==> src/rtl/ccff_chain_programmer_if.sv <==
// Loader-side bundle of the configuration-chain programmer: session control,
// bitstream word handshake and readback/status signals.
interface ccff_chain_programmer_if #(
  parameter int WORD_W = 8
);
  logic              start;
  logic [WORD_W-1:0] cfg_data;
  logic              cfg_valid;
  logic              cfg_ready;
  logic [WORD_W-1:0] rd_data;
  logic              rd_valid;
  logic              busy;
  logic              done;
  logic              err;

  // SoC-side loader
  modport master (
    output start, cfg_data, cfg_valid,
    input  cfg_ready, rd_data, rd_valid, busy, done, err
  );

  // Programmer
  modport slave (
    input  start, cfg_data, cfg_valid,
    output cfg_ready, rd_data, rd_valid, busy, done, err
  );
endinterface

==> src/rtl/ccff_chain_programmer.sv <==
// Driving end of the FPGA configuration chain: serialises bitstream words onto
// ccff_head LSB first, collects ccff_tail into readback words, and holds the
// fabric in configuration mode (config_enable high, IO isolated) while shifting.
module ccff_chain_programmer #(
  parameter int CHAIN_LEN = 20,
  parameter int WORD_W    = 8,
  parameter int TIMEOUT   = 16
) (
  input  logic                     prog_clk,
  input  logic                     pReset,
  ccff_chain_programmer_if.slave   bus,
  output logic                     ccff_head,
  output logic                     ccff_shift_en,
  input  logic                     ccff_tail,
  output logic                     config_enable,
  output logic                     IO_ISOL_N
);

  localparam int LW = $clog2(CHAIN_LEN + 1);
  localparam int CW = $clog2(WORD_W + 1);
  localparam int TW = $clog2(TIMEOUT + 1);

  localparam logic [1:0] ST_IDLE  = 2'd0;
  localparam logic [1:0] ST_SHIFT = 2'd1;
  localparam logic [1:0] ST_DONE  = 2'd2;

  localparam logic [LW-1:0] LP_LEN = LW'(CHAIN_LEN);

  logic [1:0]        r_state;
  logic              r_err;
  logic [TW-1:0]     r_stall_cnt;

  logic [WORD_W-1:0] r_buf;
  logic [CW-1:0]     r_buf_cnt;
  logic              r_buf_full;
  logic [WORD_W-1:0] r_shreg;
  logic [CW-1:0]     r_sh_cnt;
  logic [LW-1:0]     r_ld_bits;
  logic [LW-1:0]     r_bit_cnt;

  logic [WORD_W-1:0] r_rd_shreg;
  logic [CW-1:0]     r_rd_cnt;
  logic [WORD_W-1:0] r_rd_data;
  logic              r_rd_valid;

  logic              w_in_shift;
  logic              w_start_sess;
  logic              w_shift_en;
  logic              w_cfg_ready;
  logic              w_accept;
  logic              w_load;
  logic              w_last_bit;
  logic              w_timeout;
  logic [LW-1:0]     w_remain;
  logic [CW-1:0]     w_acc_bits;
  logic [WORD_W-1:0] w_rd_word;

  assign w_in_shift   = (r_state == ST_SHIFT);
  assign w_start_sess = (r_state == ST_IDLE) & bus.start;
  assign w_shift_en   = w_in_shift & (r_sh_cnt != '0);
  assign w_cfg_ready  = w_in_shift & ~r_buf_full & (r_ld_bits < LP_LEN);
  assign w_accept     = bus.cfg_valid & w_cfg_ready;
  // Reload on an empty shifter, or on the last bit of the current word so
  // back-to-back words stream without a bubble.
  assign w_load       = w_in_shift & r_buf_full &
                        ((r_sh_cnt == '0) | (w_shift_en & (r_sh_cnt == CW'(1))));
  assign w_last_bit   = w_shift_en & (r_bit_cnt == LW'(CHAIN_LEN - 1));
  assign w_timeout    = w_in_shift & ~w_shift_en & (r_stall_cnt == TW'(TIMEOUT - 1));
  assign w_remain     = LP_LEN - r_ld_bits;
  assign w_rd_word    = r_rd_shreg | (WORD_W'(ccff_tail) << r_rd_cnt);

  // Bits taken from the next word: a full word, or only what the chain still needs
  always_comb begin
    w_acc_bits = CW'(WORD_W);
    if (int'(w_remain) < WORD_W) w_acc_bits = CW'(w_remain);
  end

  assign ccff_shift_en = w_shift_en;
  assign ccff_head     = w_shift_en & r_shreg[0];
  assign config_enable = w_in_shift;
  assign IO_ISOL_N     = ~w_in_shift;
  assign bus.cfg_ready = w_cfg_ready;
  assign bus.busy      = w_in_shift;
  assign bus.done      = (r_state == ST_DONE);
  assign bus.err       = r_err;
  assign bus.rd_data   = r_rd_data;
  assign bus.rd_valid  = r_rd_valid;

  // Session FSM with stall watchdog; DONE lasts a single cycle
  always_ff @(posedge prog_clk) begin
    if (pReset) begin
      r_state     <= ST_IDLE;
      r_err       <= 1'b0;
      r_stall_cnt <= '0;
    end else begin
      r_err <= 1'b0;
      case (r_state)
        ST_IDLE: begin
          r_stall_cnt <= '0;
          if (bus.start) r_state <= ST_SHIFT;
        end
        ST_SHIFT: begin
          if (w_last_bit) begin
            r_state     <= ST_DONE;
            r_stall_cnt <= '0;
          end else if (w_timeout) begin
            r_state     <= ST_IDLE;
            r_err       <= 1'b1;
            r_stall_cnt <= '0;
          end else if (w_shift_en) begin
            r_stall_cnt <= '0;
          end else begin
            r_stall_cnt <= r_stall_cnt + TW'(1);
          end
        end
        default: r_state <= ST_IDLE;
      endcase
    end
  end

  // Word buffer and head-side shifter; a new session or an abort discards everything
  always_ff @(posedge prog_clk) begin
    if (pReset | w_start_sess | w_timeout) begin
      r_buf      <= '0;
      r_buf_cnt  <= '0;
      r_buf_full <= 1'b0;
      r_shreg    <= '0;
      r_sh_cnt   <= '0;
      r_ld_bits  <= '0;
      r_bit_cnt  <= '0;
    end else begin
      if (w_accept) begin
        r_buf     <= bus.cfg_data;
        r_buf_cnt <= w_acc_bits;
        r_ld_bits <= r_ld_bits + LW'(w_acc_bits);
      end
      r_buf_full <= (r_buf_full & ~w_load) | w_accept;
      if (w_load) begin
        r_shreg  <= r_buf;
        r_sh_cnt <= r_buf_cnt;
      end else if (w_shift_en) begin
        r_shreg  <= r_shreg >> 1;
        r_sh_cnt <= r_sh_cnt - CW'(1);
      end
      if (w_shift_en) r_bit_cnt <= r_bit_cnt + LW'(1);
    end
  end

  // Tail capture: emit a word every WORD_W samples or on the final chain bit
  always_ff @(posedge prog_clk) begin
    if (pReset) begin
      r_rd_shreg <= '0;
      r_rd_cnt   <= '0;
      r_rd_data  <= '0;
      r_rd_valid <= 1'b0;
    end else begin
      r_rd_valid <= 1'b0;
      if (w_start_sess | w_timeout) begin
        r_rd_shreg <= '0;
        r_rd_cnt   <= '0;
      end else if (w_shift_en) begin
        if ((r_rd_cnt == CW'(WORD_W - 1)) | w_last_bit) begin
          r_rd_data  <= w_rd_word;
          r_rd_valid <= 1'b1;
          r_rd_shreg <= '0;
          r_rd_cnt   <= '0;
        end else begin
          r_rd_shreg <= w_rd_word;
          r_rd_cnt   <= r_rd_cnt + CW'(1);
        end
      end
    end
  end

endmodule

==> src/flat_wrapper.sv <==
// flat-port wrapper written by rule: the top's interface ports become plain ports
module ccff_chain_programmer_flat 
#(
  parameter int CHAIN_LEN = 20,
  parameter int WORD_W    = 8,
  parameter int TIMEOUT   = 16
)
  (prog_clk, pReset, ccff_head, ccff_shift_en, ccff_tail, config_enable, IO_ISOL_N, bus_start, bus_cfg_data, bus_cfg_valid, bus_cfg_ready, bus_rd_data, bus_rd_valid, bus_busy, bus_done, bus_err);
  ccff_chain_programmer_if #(.WORD_W(WORD_W)) bus_i ();
  input  logic prog_clk;
  input  logic pReset;
  output logic ccff_head;
  output logic ccff_shift_en;
  input  logic ccff_tail;
  output logic config_enable;
  output logic IO_ISOL_N;
  input wire logic [$bits(bus_i.start)-1:0] bus_start;
  input wire logic [$bits(bus_i.cfg_data)-1:0] bus_cfg_data;
  input wire logic [$bits(bus_i.cfg_valid)-1:0] bus_cfg_valid;
  output wire logic [$bits(bus_i.cfg_ready)-1:0] bus_cfg_ready;
  output wire logic [$bits(bus_i.rd_data)-1:0] bus_rd_data;
  output wire logic [$bits(bus_i.rd_valid)-1:0] bus_rd_valid;
  output wire logic [$bits(bus_i.busy)-1:0] bus_busy;
  output wire logic [$bits(bus_i.done)-1:0] bus_done;
  output wire logic [$bits(bus_i.err)-1:0] bus_err;
  assign bus_i.start = bus_start;
  assign bus_i.cfg_data = bus_cfg_data;
  assign bus_i.cfg_valid = bus_cfg_valid;
  assign bus_cfg_ready = bus_i.cfg_ready;
  assign bus_rd_data = bus_i.rd_data;
  assign bus_rd_valid = bus_i.rd_valid;
  assign bus_busy = bus_i.busy;
  assign bus_done = bus_i.done;
  assign bus_err = bus_i.err;
  ccff_chain_programmer #(.CHAIN_LEN(CHAIN_LEN), .WORD_W(WORD_W), .TIMEOUT(TIMEOUT)) u_core (.prog_clk(prog_clk), .pReset(pReset), .bus(bus_i), .ccff_head(ccff_head), .ccff_shift_en(ccff_shift_en), .ccff_tail(ccff_tail), .config_enable(config_enable), .IO_ISOL_N(IO_ISOL_N));
endmodule
==> config.mk <==
export PLATFORM = sky130hd
export DESIGN_NAME = ccff_chain_programmer_flat
export DESIGN_NICKNAME = d
export VERILOG_FILES = /design/src/rtl/ccff_chain_programmer_if.sv /design/src/rtl/ccff_chain_programmer.sv /design/src/flat_wrapper.sv
export SDC_FILE = /design/constraint.sdc
export NUM_CORES = 1
export LEC_CHECK = 0
export BUFFER_PORTS_ARGS = -buffer_cell sky130_fd_sc_hd__buf_2
export CAP_MARGIN = 20
export CORE_AREA = 10 10 113 84
export DETAILED_ROUTE_END_ITERATION = 10
export DIE_AREA = 0 0 123 94
export PLACE_DENSITY = 0.57
export SLEW_MARGIN = 20
export SYNTH_ARGS = -nofsm -noshare
export SYNTH_HDL_FRONTEND = slang
export SYNTH_SLANG_ARGS = --single-unit
==> constraint.sdc <==
create_clock -name prog_clk -period 3 [get_ports prog_clk]
set_clock_uncertainty 0.1 [all_clocks]
set_input_delay 0.75 -clock prog_clk [delete_from_list [all_inputs] [get_ports prog_clk]]
set_output_delay 0.75 -clock prog_clk [all_outputs]
set_load 0.02 [all_outputs]
==> impl_metrics.ini <==
[status]
status = finished, final reports clean

[worst_setup_path]
cp_slowest_cell = dfxtp_2
cpMostUsedCell = buf_4
crit_path_max_fanout = 8
start_kind = flop
arrival_ns = 1.92
slowest_delay_ns = 0.40
crit_type = reg2out
cp.required_ns = 2.15
critical_path.endpoint = bus_cfg_ready
end_kind = output port
r2r_end = u_core.r_ld_bits[4]$_SDFFE_PP0P_
r2r-start = u_core.r_ld_bits[0]$_SDFFE_PP0P_
crit_chain = inv_1 > ha_1 > buf_4 > nor4_4 > nor2_1 > nor3_2 > buf_4
r2r_cells = 12
reg2reg_slack_ns = 0.36
cp-startpoint = u_core.r_ld_bits[0]$_SDFFE_PP0P_

[cts]
cts_tree = done
h-tree-depth = 3
root_buffer = clkbuf_8
clockBufferDepth = 2
cts_made_buffers = 9
path_clk_slew_ns = 0.07
postCtsHoldBufs = 0
cts.sinks = 64
clkLatencyLatePin_ns = 0.34

[timing]
period_minus_slack_ns = 2.77
fmax_mhz = 361
slew_headroom_pct = 51.0
setup_viol = 0
drv_slew = 0
setup_ws_ns = 0.228
period_share_pct = 92.4
hold_viol = 0
tightest_slew_ns = 0.735
fin_tns_setup_ns = 0
rsz0062_at_grt = false

[layout]
fin_nets = 408
drive_gt1_share_pct = 17.2
n_antenna_cell = 0
final_area_um2 = 3400
final_util_pct = 46.9
syn_to_final_growth_pct = 15.4

[synthesis]
ys_top_cells_by_count = dfxtp_1, nand2_1, nor2_1
async_flop_share_pct = 0
synth_top_area_share_pct = 43.4
synth.most_common_cell = dfxtp_1
yosys-top-cells-area = dfxtp_1, a21oi_1, nand2_1, nor2_1, ha_1
synth_ff_type = dfxtp_1
synth_edf_count = 0
syn_area_per_cell_um2 = 8.24
synth_cell_types = 51
syn_area_um2 = 2950
synth_area_leader_cell = dfxtp_1
yosys_warnings = 0
yosysSeqAreaShare_pct = 43.4
netlist_instances = 358
synth.net_count = 380
ys_ff_latch = 64

[floorplan]
core_area_um2 = 7250
num_rows = 26
io_pins = 30
die_h_um = 94
die_area_um2 = 11600
die_w_um = 123
initial_utilization_pct = 40.7

[placed_design]
port_buffers = 29
pre_cts_ws_ns = 0.302
dpl_cell_area_um2 = 3190
gp_congestion = 0.844
dp_hpwl_mm = 4.66

[routing]
final_antenna_net_count = 0
viasPerCell = 5.23
dr.pass1.iters = 4
wl_per_cell_um = 13.6
drc = 0
drtIter0Drc = 251
wirelength_mm = 6.62
vias = 2554

[global_route]
grt_pass1_vias = 2337
grt_start_max_net_pins = 22
grt_pass1_wl_mm = 11.3
grt.total_usage_pct = 12.0
antenna_found_initial = 0
grt_overflow_total = 0

[power_and_ir_drop]
pwr-share-clk_pct = 44.2
switching_share_pct = 22.7
power_switching_uw = 392
leakagePower_uw = 0.00128
cellPowerDensity_nw_per_um2 = 508
peakVddDrop_mv = 0.201
p_seq_share_pct = 50.1
p_comb_share_pct = 5.8
cell_internal_pwr_uw = 1340

[hold_path]
hold_class = reg2reg

[flow_run]
maxCapViolCount = 0
==> worst min-delay path by stage <==
stage	start	endpoint	slack, ns	depth (start not counted)
6_report	u_core.r_buf_cnt[1]$_SDFFE_PP0P_	u_core.r_sh_cnt[1]$_SDFFE_PP0P_	0.34	2
2_1_floorplan	u_core.r_buf[7]$_SDFFE_PP0P_	u_core.r_shreg[7]$_SDFFE_PP0P_	0.33	2
5_1_grt	u_core.r_buf_cnt[1]$_SDFFE_PP0P_	u_core.r_sh_cnt[1]$_SDFFE_PP0P_	0.37	2
3_3_place_gp	u_core.r_buf_cnt[0]$_SDFFE_PP0P_	u_core.r_buf_cnt[0]$_SDFFE_PP0P_	0.35	2
3_5_place_dp	u_core.r_buf_cnt[3]$_SDFFE_PP0P_	u_core.r_buf_cnt[3]$_SDFFE_PP0P_	0.35	2
4_1_cts	u_core.r_buf_cnt[1]$_SDFFE_PP0P_	u_core.r_sh_cnt[1]$_SDFFE_PP0P_	0.35	2
==> timing repair <==
item	CTS	global route
gates resized for setup	0	3
endpoints found under the hold margin	0	0
setup endpoints to repair	0	2
setup buffers	0	0
==> cell families after synthesis <==
kind of cell | synth area share [%]
and+or+nand+nor | 25.8
AOI/OAI and AO/OA | 18.7
DFF | 43.4
buffers and inverters | 5.22
xor gates and xnor gates | 2.67
adders and majority gates | 3.82
muxes | 0.339
==> critical path, delay by kind of cell (launching register included) <==
| family | cells | cell delay [ns] |
|---|---|---|
| flops | 1 | 0.40 |
| simple gates | 3 | 0.47 |
| fa+ha+maj | 1 | 0.26 |
| buf+inv | 3 | 0.46 |
==> state kept, by name (all words and copies together), names as in the netlist <==
register	flops
u_core.bus.err	1
u_core.bus.rd_data	8
u_core.bus.rd_valid	1
u_core.r_bit_cnt	5
u_core.r_buf	8
u_core.r_buf_cnt	4
u_core.r_buf_full	1
u_core.r_ld_bits	5
u_core.r_rd_cnt	4
u_core.r_rd_shreg	8
u_core.r_sh_cnt	4
u_core.r_shreg	8
u_core.r_stall_cnt	5
u_core.r_state	2
==> power by group through the flow <==
stage / sequential (uW) / combinational (uW) / clock [uW]
2_1_floorplan: 883 / 71.2 / 0
3_3_place_gp: 885 / 100 / 0
3_5_place_dp: 886 / 100 / 0
4_1_cts: 866 / 100 / 788
5_1_grt: 867 / 113 / 823
6_report: 866 / 99.9 / 764
==> cell usage in the layout, fill, tap and decap left out, types with 2 or more instances in the layout <==
| cell | n |
|---|---|
| a211oi_1 | 13 |
| a21o_1 | 2 |
| a21oi_1 | 44 |
| a22oi_1 | 2 |
| a311oi_1 | 8 |
| a31oi_1 | 4 |
| and3_1 | 5 |
| buf_2 | 28 |
| buf_4 | 11 |
| clkbuf_8 | 12 |
| clkinv_2 | 2 |
| dfxtp_1 | 63 |
| ha_1 | 9 |
| inv_1 | 10 |
| inv_2 | 2 |
| nand2_1 | 51 |
| nand2b_1 | 3 |
| nand3_1 | 12 |
| nand4_1 | 4 |
| nor2_1 | 46 |
| nor2b_1 | 4 |
| nor3_1 | 5 |
| nor3b_1 | 3 |
| nor4_1 | 2 |
| o21ai_0 | 7 |
| or2_2 | 2 |
| or3_1 | 2 |
| or4_1 | 2 |
| xnor2_1 | 4 |
| xor2_1 | 5 |
==> through the flow <==
step	hold slack, ns	total power (uW)	std cells
CTS	0.351	1750	488
global placement	0.347	985	473
floorplan	0.332	954	358
finish	0.344	1730	488
global route	0.365	1800	488
detailed placement	0.350	986	473
==> cell type report <==
| type | count | area (um^2) |
|---|---|---|
| Sequential cell | 64 | 1280 |
| Timing Repair Buffer | 39 | 223 |
| Clock inverter | 3 | 40.0 |
| Inverter | 12 | 45.0 |
| Tap cell | 98 | 123 |
| Clock buffer | 12 | 165 |
| Multi-Input combinational cell | 260 | 1530 |
| Fill cell | 713 | 3850 |
==> routing by layer <==
layer	up-vias	global-route usage [%]	routed length [um]
met4	0	3.97	82
met3	11	5.17	476
met5	-	0	0
li1	1317	-	-
met1	1172	16.5	3440
met2	54	16.4	2620
(Power assumes the default switching activity.)
